File: src/rtl/arb_rr8.sv
// Eight-way round-robin arbiter with a per-grant hold quantum.
// The registered grant index drives a one-hot grant decode, so at most one grant line is active.
module arb_rr8 #(
    parameter int HOLD_MAX = 8
) (
    input  logic       clk,
    input  logic       rst_n,
    input  logic [7:0] req,
    output logic [7:0] gnt,
    output logic [2:0] gnt_idx,
    output logic       busy
);

    typedef enum logic {
        IDLE  = 1'b0,
        GRANT = 1'b1
    } state_t;

    localparam logic [7:0] CNT_LAST = 8'(HOLD_MAX - 1);

    state_t     state_q, state_d;
    logic [2:0] gnt_idx_q, gnt_idx_d;
    logic [2:0] ptr_q, ptr_d;
    logic [7:0] cnt_q, cnt_d;
    logic [2:0] nxt_start;

    // First asserted request found scanning start, start+1, ... start+7 (mod 8).
    function automatic logic [2:0] rr_pick(input logic [7:0] r, input logic [2:0] start);
        logic [2:0] idx;
        logic [2:0] pick;
        logic       found;
        pick  = start;
        found = 1'b0;
        for (int i = 0; i < 8; i++) begin
            idx = start + 3'(i);
            if (!found && r[idx]) begin
                pick  = idx;
                found = 1'b1;
            end
        end
        return pick;
    endfunction

    always_comb begin
        state_d   = state_q;
        gnt_idx_d = gnt_idx_q;
        ptr_d     = ptr_q;
        cnt_d     = cnt_q;
        nxt_start = gnt_idx_q + 3'd1;
        case (state_q)
            IDLE: begin
                if (|req) begin
                    state_d   = GRANT;
                    gnt_idx_d = rr_pick(req, ptr_q);
                    cnt_d     = 8'd0;
                end
            end
            GRANT: begin
                // Release and expiry share one path: searching from gnt_idx+1 only
                // lands back on the current holder when nobody else is asking.
                if (!req[gnt_idx_q] || (cnt_q == CNT_LAST)) begin
                    ptr_d = nxt_start;
                    cnt_d = 8'd0;
                    if (|req) begin
                        gnt_idx_d = rr_pick(req, nxt_start);
                    end else begin
                        state_d = IDLE;
                    end
                end else begin
                    cnt_d = cnt_q + 8'd1;
                end
            end
            default: state_d = IDLE;
        endcase
    end

    always_ff @(posedge clk or negedge rst_n) begin
        if (!rst_n) begin
            state_q   <= IDLE;
            gnt_idx_q <= 3'd0;
            ptr_q     <= 3'd0;
            cnt_q     <= 8'd0;
        end else begin
            state_q   <= state_d;
            gnt_idx_q <= gnt_idx_d;
            ptr_q     <= ptr_d;
            cnt_q     <= cnt_d;
        end
    end

    assign gnt     = (state_q == GRANT) ? (8'b1 << gnt_idx_q) : 8'h00;
    assign gnt_idx = gnt_idx_q;
    assign busy    = (state_q == GRANT);

endmodule

File: config.mk
export PLATFORM = sky130hd
export DESIGN_NAME = arb_rr8
export DESIGN_NICKNAME = d
export VERILOG_FILES = /design/src/rtl/arb_rr8.sv
export SDC_FILE = /design/constraint.sdc
export NUM_CORES = 1
export LEC_CHECK = 0
export BUFFER_PORTS_ARGS = -buffer_cell sky130_fd_sc_hd__buf_2
export CELL_PAD_IN_SITES_DETAIL_PLACEMENT = 1
export CELL_PAD_IN_SITES_GLOBAL_PLACEMENT = 1
export CORE_AREA = 3 3 56 110
export CTS_CLUSTER_DIAMETER = 30
export DETAILED_ROUTE_END_ITERATION = 7
export DIE_AREA = 0 0 59 113
export GPL_TIMING_DRIVEN = 0
export MAX_ROUTING_LAYER = met4
export PLACE_DENSITY_LB_ADDON = 0.1
export SYNTH_ARGS = -nofsm -noshare
export SYNTH_HDL_FRONTEND = slang
export SYNTH_SLANG_ARGS = --single-unit
File: constraint.sdc
create_clock -name clk -period 4.86 [get_ports clk]
set_input_delay 0.243 -clock clk [delete_from_list [all_inputs] [get_ports clk]]
set_output_delay 0.243 -clock clk [all_outputs]
set_load 0.03 [all_outputs]
==> results of run 1 <==
logic make-up after synthesis:
kind of cell	Yosys count
simple gates	98
compound gates	81
mux	52
buf+inv	34
flops	15
xor+xnor	12
fa+ha+maj	10
through the flow:
stage / area [µm²] / setup WS, ns / std cells
finish: 2950 / 0.715 / 388
global placement: 2890 / 0.856 / 383
CTS: 2950 / 0.707 / 388
detailed placement: 2890 / 0.762 / 383
global route: 2950 / 0.378 / 388
floorplan: 2710 / 1.33 / 302
cells in the mapped netlist, types with 9 or more instances:
| master | n |
|---|---|
| nand2_1 | 31 |
| o21ai_0 | 22 |
| mux4_2 | 20 |
| mux2_2 | 18 |
| nor2_1 | 18 |
| dfrtp_1 | 15 |
| clkbuf_1 | 13 |
| a21oi_1 | 11 |
| mux2i_1 | 11 |
| ha_1 | 10 |
| inv_1 | 9 |
| nand2b_1 | 9 |
layer usage:
metal | GRT usage | vias to the layer above | wire length, µm | part of all wire
met1 | 0.276 | 1364 | 2990 | 0.33
met4 | 0.103 | 0 | 367 | 0.041
met5 | - | - | 0 | 0
li1 | - | 1205 | - | -
met2 | 0.579 | 67 | 5500 | 0.61
met3 | 0.0228 | 36 | 173 | 0.019
cell type report:
type                    count  area, µm²
fillers                   652       2470
multi-input cells         253       2170
flip-flops and latches     15        375
plain buffers              25        135
repair buffers             22        115
well taps                  60       75.1
clock buffers               3       41.3
inverters                   9       33.8
clock inverters             1       7.51
worst max-delay path by stage:
| stage | from | endpoint | depth (start not counted) |
|---|---|---|---|
| final | gnt_idx[0]$_DFFE_PN0P_ | gnt_idx[2]$_DFFE_PN0P_ | 13 |
| after global routing | gnt_idx[0]$_DFFE_PN0P_ | gnt_idx[2]$_DFFE_PN0P_ | 13 |
| after CTS | gnt_idx[0]$_DFFE_PN0P_ | gnt_idx[2]$_DFFE_PN0P_ | 13 |
| after detailed placement | gnt_idx[0]$_DFFE_PN0P_ | gnt_idx[2]$_DFFE_PN0P_ | 13 |
| after global placement | gnt_idx[0]$_DFFE_PN0P_ | gnt_idx[2]$_DFFE_PN0P_ | 13 |
| after floorplan | gnt_idx[0]$_DFFE_PN0P_ | gnt_idx[2]$_DFFE_PN0P_ | 13 |
worst register-to-register path, stage by stage, from the launching register on:
cell,delay [ns]
dfrtp_1,0.40
buf_2,0.30
inv_1,0.17
clkbuf_8,0.21
ha_1,0.29
buf_2,0.22
buf_2,0.34
mux4_2,0.46
mux2i_1,0.23
a32oi_1,0.27
nor3_1,0.51
a21bo_2,0.29
o211ai_1,0.10
a41oi_1,0.18
flip-flops by register name (all words and copies together), names as in the netlist:
name / cells
cnt_q: 8
gnt_idx: 3
ptr_q: 3
busy: 1
==> flow_summary.ini, run 1 <==
[routing]
postRouteAntennaNets = 0
drt_iter0_drc = 140
vias_per_cell = 6.89
drt_wl_total_um = 9040
post-route-drc-count = 0
wire_per_inst_um = 23.3
vias = 2672
dr.pass1.iters = 4

[die]
die_h_um = 113
rows = 38
coreArea_mm2 = 0.00542
die_width_um = 59
pin_count = 22
start_util = 0.500
die-area_mm2 = 0.00667

[synthesis]
synthFlopType = dfrtp_1
synth_nets = 322
synth.avg_cell_area_um2 = 8.98
synthAdderAreaFrac = 0.0461
synth-simple-area-share = 0.185
yosysWarningCount = 0
synth-seq-cells = 15
synthCells = 302
synth_xor_area_frac = 0.0388
seq_area_frac_synth = 0.138
yosysTopAreaCell = mux4_2
synth_area_mm2 = 0.00271
synth_top_area_share = 0.166
async_reset_ff_frac = 1.00
synth_compound_area_frac = 0.223
synth_top_family_by_area = multiplexers
ys_top_cells_by_area = mux4_2 17%, dfrtp_1 14%, mux2_2 7.5%, ha_1 4.6%, nand2_1 4.3%
synth_mux_area_frac = 0.306
synthDistinctLibCells = 65
synth_edf_count = 0

[setup_path]
crit_buf_inv = 5
critPathLaunchType = flip-flop
max_stage_delay_ns = 0.51
path_max_fanout = 12
cp.required_ns = 4.96
r2r_slack_ns = 0.72
path_delay_family = buffers and inverters
crit_chain = buf_2, inv_1, clkbuf_8, ha_1, buf_2, buf_2, mux4_2, mux2i_1, a32oi_1, nor3_1, a21bo_2, o211ai_1, a41oi_1
cp-end-kind = flip-flop
crit_type = flip-flop to flip-flop
reg2reg_depth = 13
cp_slowest_cell = nor3_1
r2r_start = gnt_idx[0]$_DFFE_PN0P_
critPathArrivalTime_ns = 4.25
path_common_cell = buf_2
reg2reg_to = gnt_idx[2]$_DFFE_PN0P_

[clock_network]
clk_latency_ns = 0.26
cts_hold_buf = 1
cts_root_buf = clkbuf_8
post-cts-setup-buffers = 0
path_clk_slew_ns = 0.07
cts.sinks = 15
cts_buffers = 3
htreeDepth = 1
clock_path_buffers = 2
post_cts_resized = 0
tritoncts = done

[cells_and_area]
syn2layout_area_growth_pct = 8.81
final_net_count = 349
final_cell_mix = 31 x nand2_1, 26 x buf_2, 22 x o21ai_0
drive_above_1_share = 0.262
final_common_cell = nand2_1
antenna_cells = 0
utilization = 0.544

[global_routing]
antenna_found_initial = 0
grt_max_degree = 16
grt_overflow = 0
grt_pass1_wl_um = 14600
grt_pass1_vias = 2825
grt.total_usage = 0.293

[run_status]
status = completed

[sta]
slew_headroom = 0.589
slew_violations = 0
timing.final.crit_share = 0.853
fin_worst_skew_ns = 0.00486
setup_tns_ns = 0
finalHoldViolations = 0
setup_viol_count_final = 0
whs_ns = 0.425
fmax_mhz = 241
worstMarginPinSlew_ns = 0.617
min_period_ns = 4.14
rsz0062_at_grt = no

[job]
drv_cap = 0

[place]
hpwl_um = 7370
io_buffers = 21
globalplace.congestion = 0.928

[min_path]
hp-class = input pin to async pin
Power of run 1 is not shown: default switching activity piles up to over one toggle a cycle in this logic, so the estimate is an artifact.
==> run 2: changes to the inputs <==
Settings changed: ABC_AREA set to 1, CORE_AREA 3 3 56 110 to 2 2 54 106, DIE_AREA 0 0 59 113 to 0 0 56 108.
==> run 2 against run 1 <==
  * Final cell count increased by 23%
  * Via count about the same
  * Register-to-register slack improved by 1.0 ns
  * Routed wire length decreased by 16%
  * Setup slack improved by 1.0 ns
  * Fmax increased by 32%
==> flow_summary.ini, run 2 <==
[run_status]
status = completed

[setup_path]
r2r_slack_ns = 1.73
max_stage_delay_ns = 0.39
critPathArrivalTime_ns = 3.28
path_common_cell = nand2_1
crit_chain = buf_4, inv_1, ha_1, inv_1, nand3_1, nand2_1, nand2_1, nand2_1, inv_1, nor3_2, nand3_1, inv_1, nand2_1, nand3_1, nand2_1, nand2_1, nand2_1, nand2_1, nand2_1
reg2reg_depth = 19
crit_type = flip-flop to flip-flop
reg2reg_to = gnt_idx[1]$_DFFE_PN0P_
r2r_start = ptr_q[1]$_DFFE_PN0P_
critPathLaunchType = flip-flop
cp-end-kind = flip-flop
cp.required_ns = 5.01
cp_slowest_cell = dfrtp_1
path_max_fanout = 10

[place]
dpl_worst_slack_ns = 1.75
io_buffers = 21
globalplace.congestion = 0.938
hpwl_um = 6420

[cells_and_area]
top_register = cnt_q
antenna_cells = 0
syn2layout_area_growth_pct = 10.3
final_net_count = 442
largest_register_ffs = 8
final_cell_mix = 138 x nand2_1, 58 x nand3_1, 47 x inv_1
final_common_cell = nand2_1
drive_above_1_share = 0.154

[routing]
vias = 2673
wire_per_inst_um = 15.9
dr.pass1.iters = 4
vias_per_cell = 5.58
postRouteAntennaNets = 0
drt_wl_total_um = 7630
drt_iter0_drc = 82
post-route-drc-count = 0

[sta]
fin_worst_skew_ns = 0.00623
slew_headroom = 0.598
finalHoldViolations = 0
setup_viol_count_final = 0
worstMarginPinSlew_ns = 0.596
setup_tns_ns = 0
setup_slack_ns = 1.73
slew_violations = 0
rsz0062_at_grt = no
min_period_ns = 3.13
timing.final.crit_share = 0.644
fmax_mhz = 320

[synthesis]
yosysWarningCount = 0
async_reset_ff_frac = 1.00
synth-seq-cells = 15
synth.avg_cell_area_um2 = 5.76
synthFlopType = dfrtp_1
synth_top_area_share = 0.228
synth_common_cells = 138 x nand2_1, 58 x nand3_1, 47 x inv_1
synth_area_mm2 = 0.00227
synth_most_common_cell = nand2_1
synth_nets = 415
synthDistinctLibCells = 33
seq_area_frac_synth = 0.165
yosysTopAreaCell = nand2_1
synthCells = 395
synth_edf_count = 0
ys_top_cells_by_area = nand2_1 23%, dfrtp_1 17%, nand3_1 13%, inv_1 7.8%, ha_1 5.5%

[min_path]
min_from = req[7]
whs_path_depth = 3
hp-class = input pin to flip-flop
min_to = busy$_DFF_PN0_

[die]
die-area_mm2 = 0.00605
start_util = 0.439
rows = 37
pin_count = 22
coreArea_mm2 = 0.00518
die_h_um = 108
die_width_um = 56

[clock_network]
cts_hold_buf = 1
cts.sinks = 15
post-cts-setup-buffers = 0
post_cts_resized = 0
htreeDepth = 1
path_clk_slew_ns = 0.07
clock_path_buffers = 2
clk_latency_ns = 0.25
cts_buffers = 3
tritoncts = done
cts_root_buf = clkbuf_8

[global_routing]
grt_overflow = 0
grt.total_usage = 0.276
grt_pass1_wl_um = 12900
grt_pass1_vias = 2831
antenna_found_initial = 0
grt_max_degree = 16

[job]
drv_cap = 0
## run 2: logic make-up (layout without fill, tap and decap cells)
kind of cell	count (synthesis)	after routing	share of synthesized area
compound gates	37	37	0.0924
xor+xnor	13	13	0.0501
fa+ha+maj	10	10	0.0550
buf+inv	61	87	0.119
flops	15	15	0.165
simple gates	259	259	0.518
## run 2: layout make-up
type / instances / area, µm²
clock buffers: 3 / 41.3
well taps: 58 / 72.6
multi-input cells: 319 / 1630
clock inverters: 1 / 5.00
repair buffers: 22 / 115
fillers: 769 / 2680
inverters: 53 / 201
flip-flops and latches: 15 / 375
plain buffers: 8 / 70.1
## run 2: worst max-delay path: cells and delay by family (launching register included)
family,cells,cell delay (ns)
fa+ha+maj,1,0.37
buf+inv,5,0.86
flops,1,0.39
simple gates,13,1.40
## run 2: metrics by stage
step / instance area (µm²) / cells / utilization / hold slack, ns
3_3_place_gp: 2450 / 474 / 0.473 / 0.168
5_1_grt: 2510 / 479 / 0.484 / 0.359
2_1_floorplan: 2270 / 395 / - / -0.0526
4_1_cts: 2510 / 479 / 0.484 / 0.354
3_5_place_dp: 2450 / 474 / 0.473 / 0.168
6_report: 2510 / 479 / 0.484 / 0.349
## run 2: per-layer routing
| layer | share of wire | global-route usage | vias to the layer above |
|---|---|---|---|
| li1 | - | - | 1326 |
| met1 | 0.33 | 0.247 | 1291 |
| met2 | 0.61 | 0.571 | 32 |
| met3 | 0.014 | 0.0167 | 24 |
| met4 | 0.043 | 0.116 | 0 |
| met5 | 0 | - | - |
## run 2: worst max-delay path by stage
stage / start / to / slack (ns) / cells after the start
4_1_cts: ptr_q[1]$_DFFE_PN0P_ / gnt_idx[1]$_DFFE_PN0P_ / 1.71 / 17
6_report: ptr_q[1]$_DFFE_PN0P_ / gnt_idx[1]$_DFFE_PN0P_ / 1.73 / 19
3_3_place_gp: ptr_q[1]$_DFFE_PN0P_ / gnt_idx[1]$_DFFE_PN0P_ / 1.84 / 17
3_5_place_dp: ptr_q[1]$_DFFE_PN0P_ / gnt_idx[1]$_DFFE_PN0P_ / 1.75 / 17
2_1_floorplan: gnt_idx[0]$_DFFE_PN0P_ / gnt_idx[1]$_DFFE_PN0P_ / 2.16 / 24
5_1_grt: ptr_q[1]$_DFFE_PN0P_ / gnt_idx[1]$_DFFE_PN0P_ / 1.38 / 19
Power of run 2 is left out for the same reason.
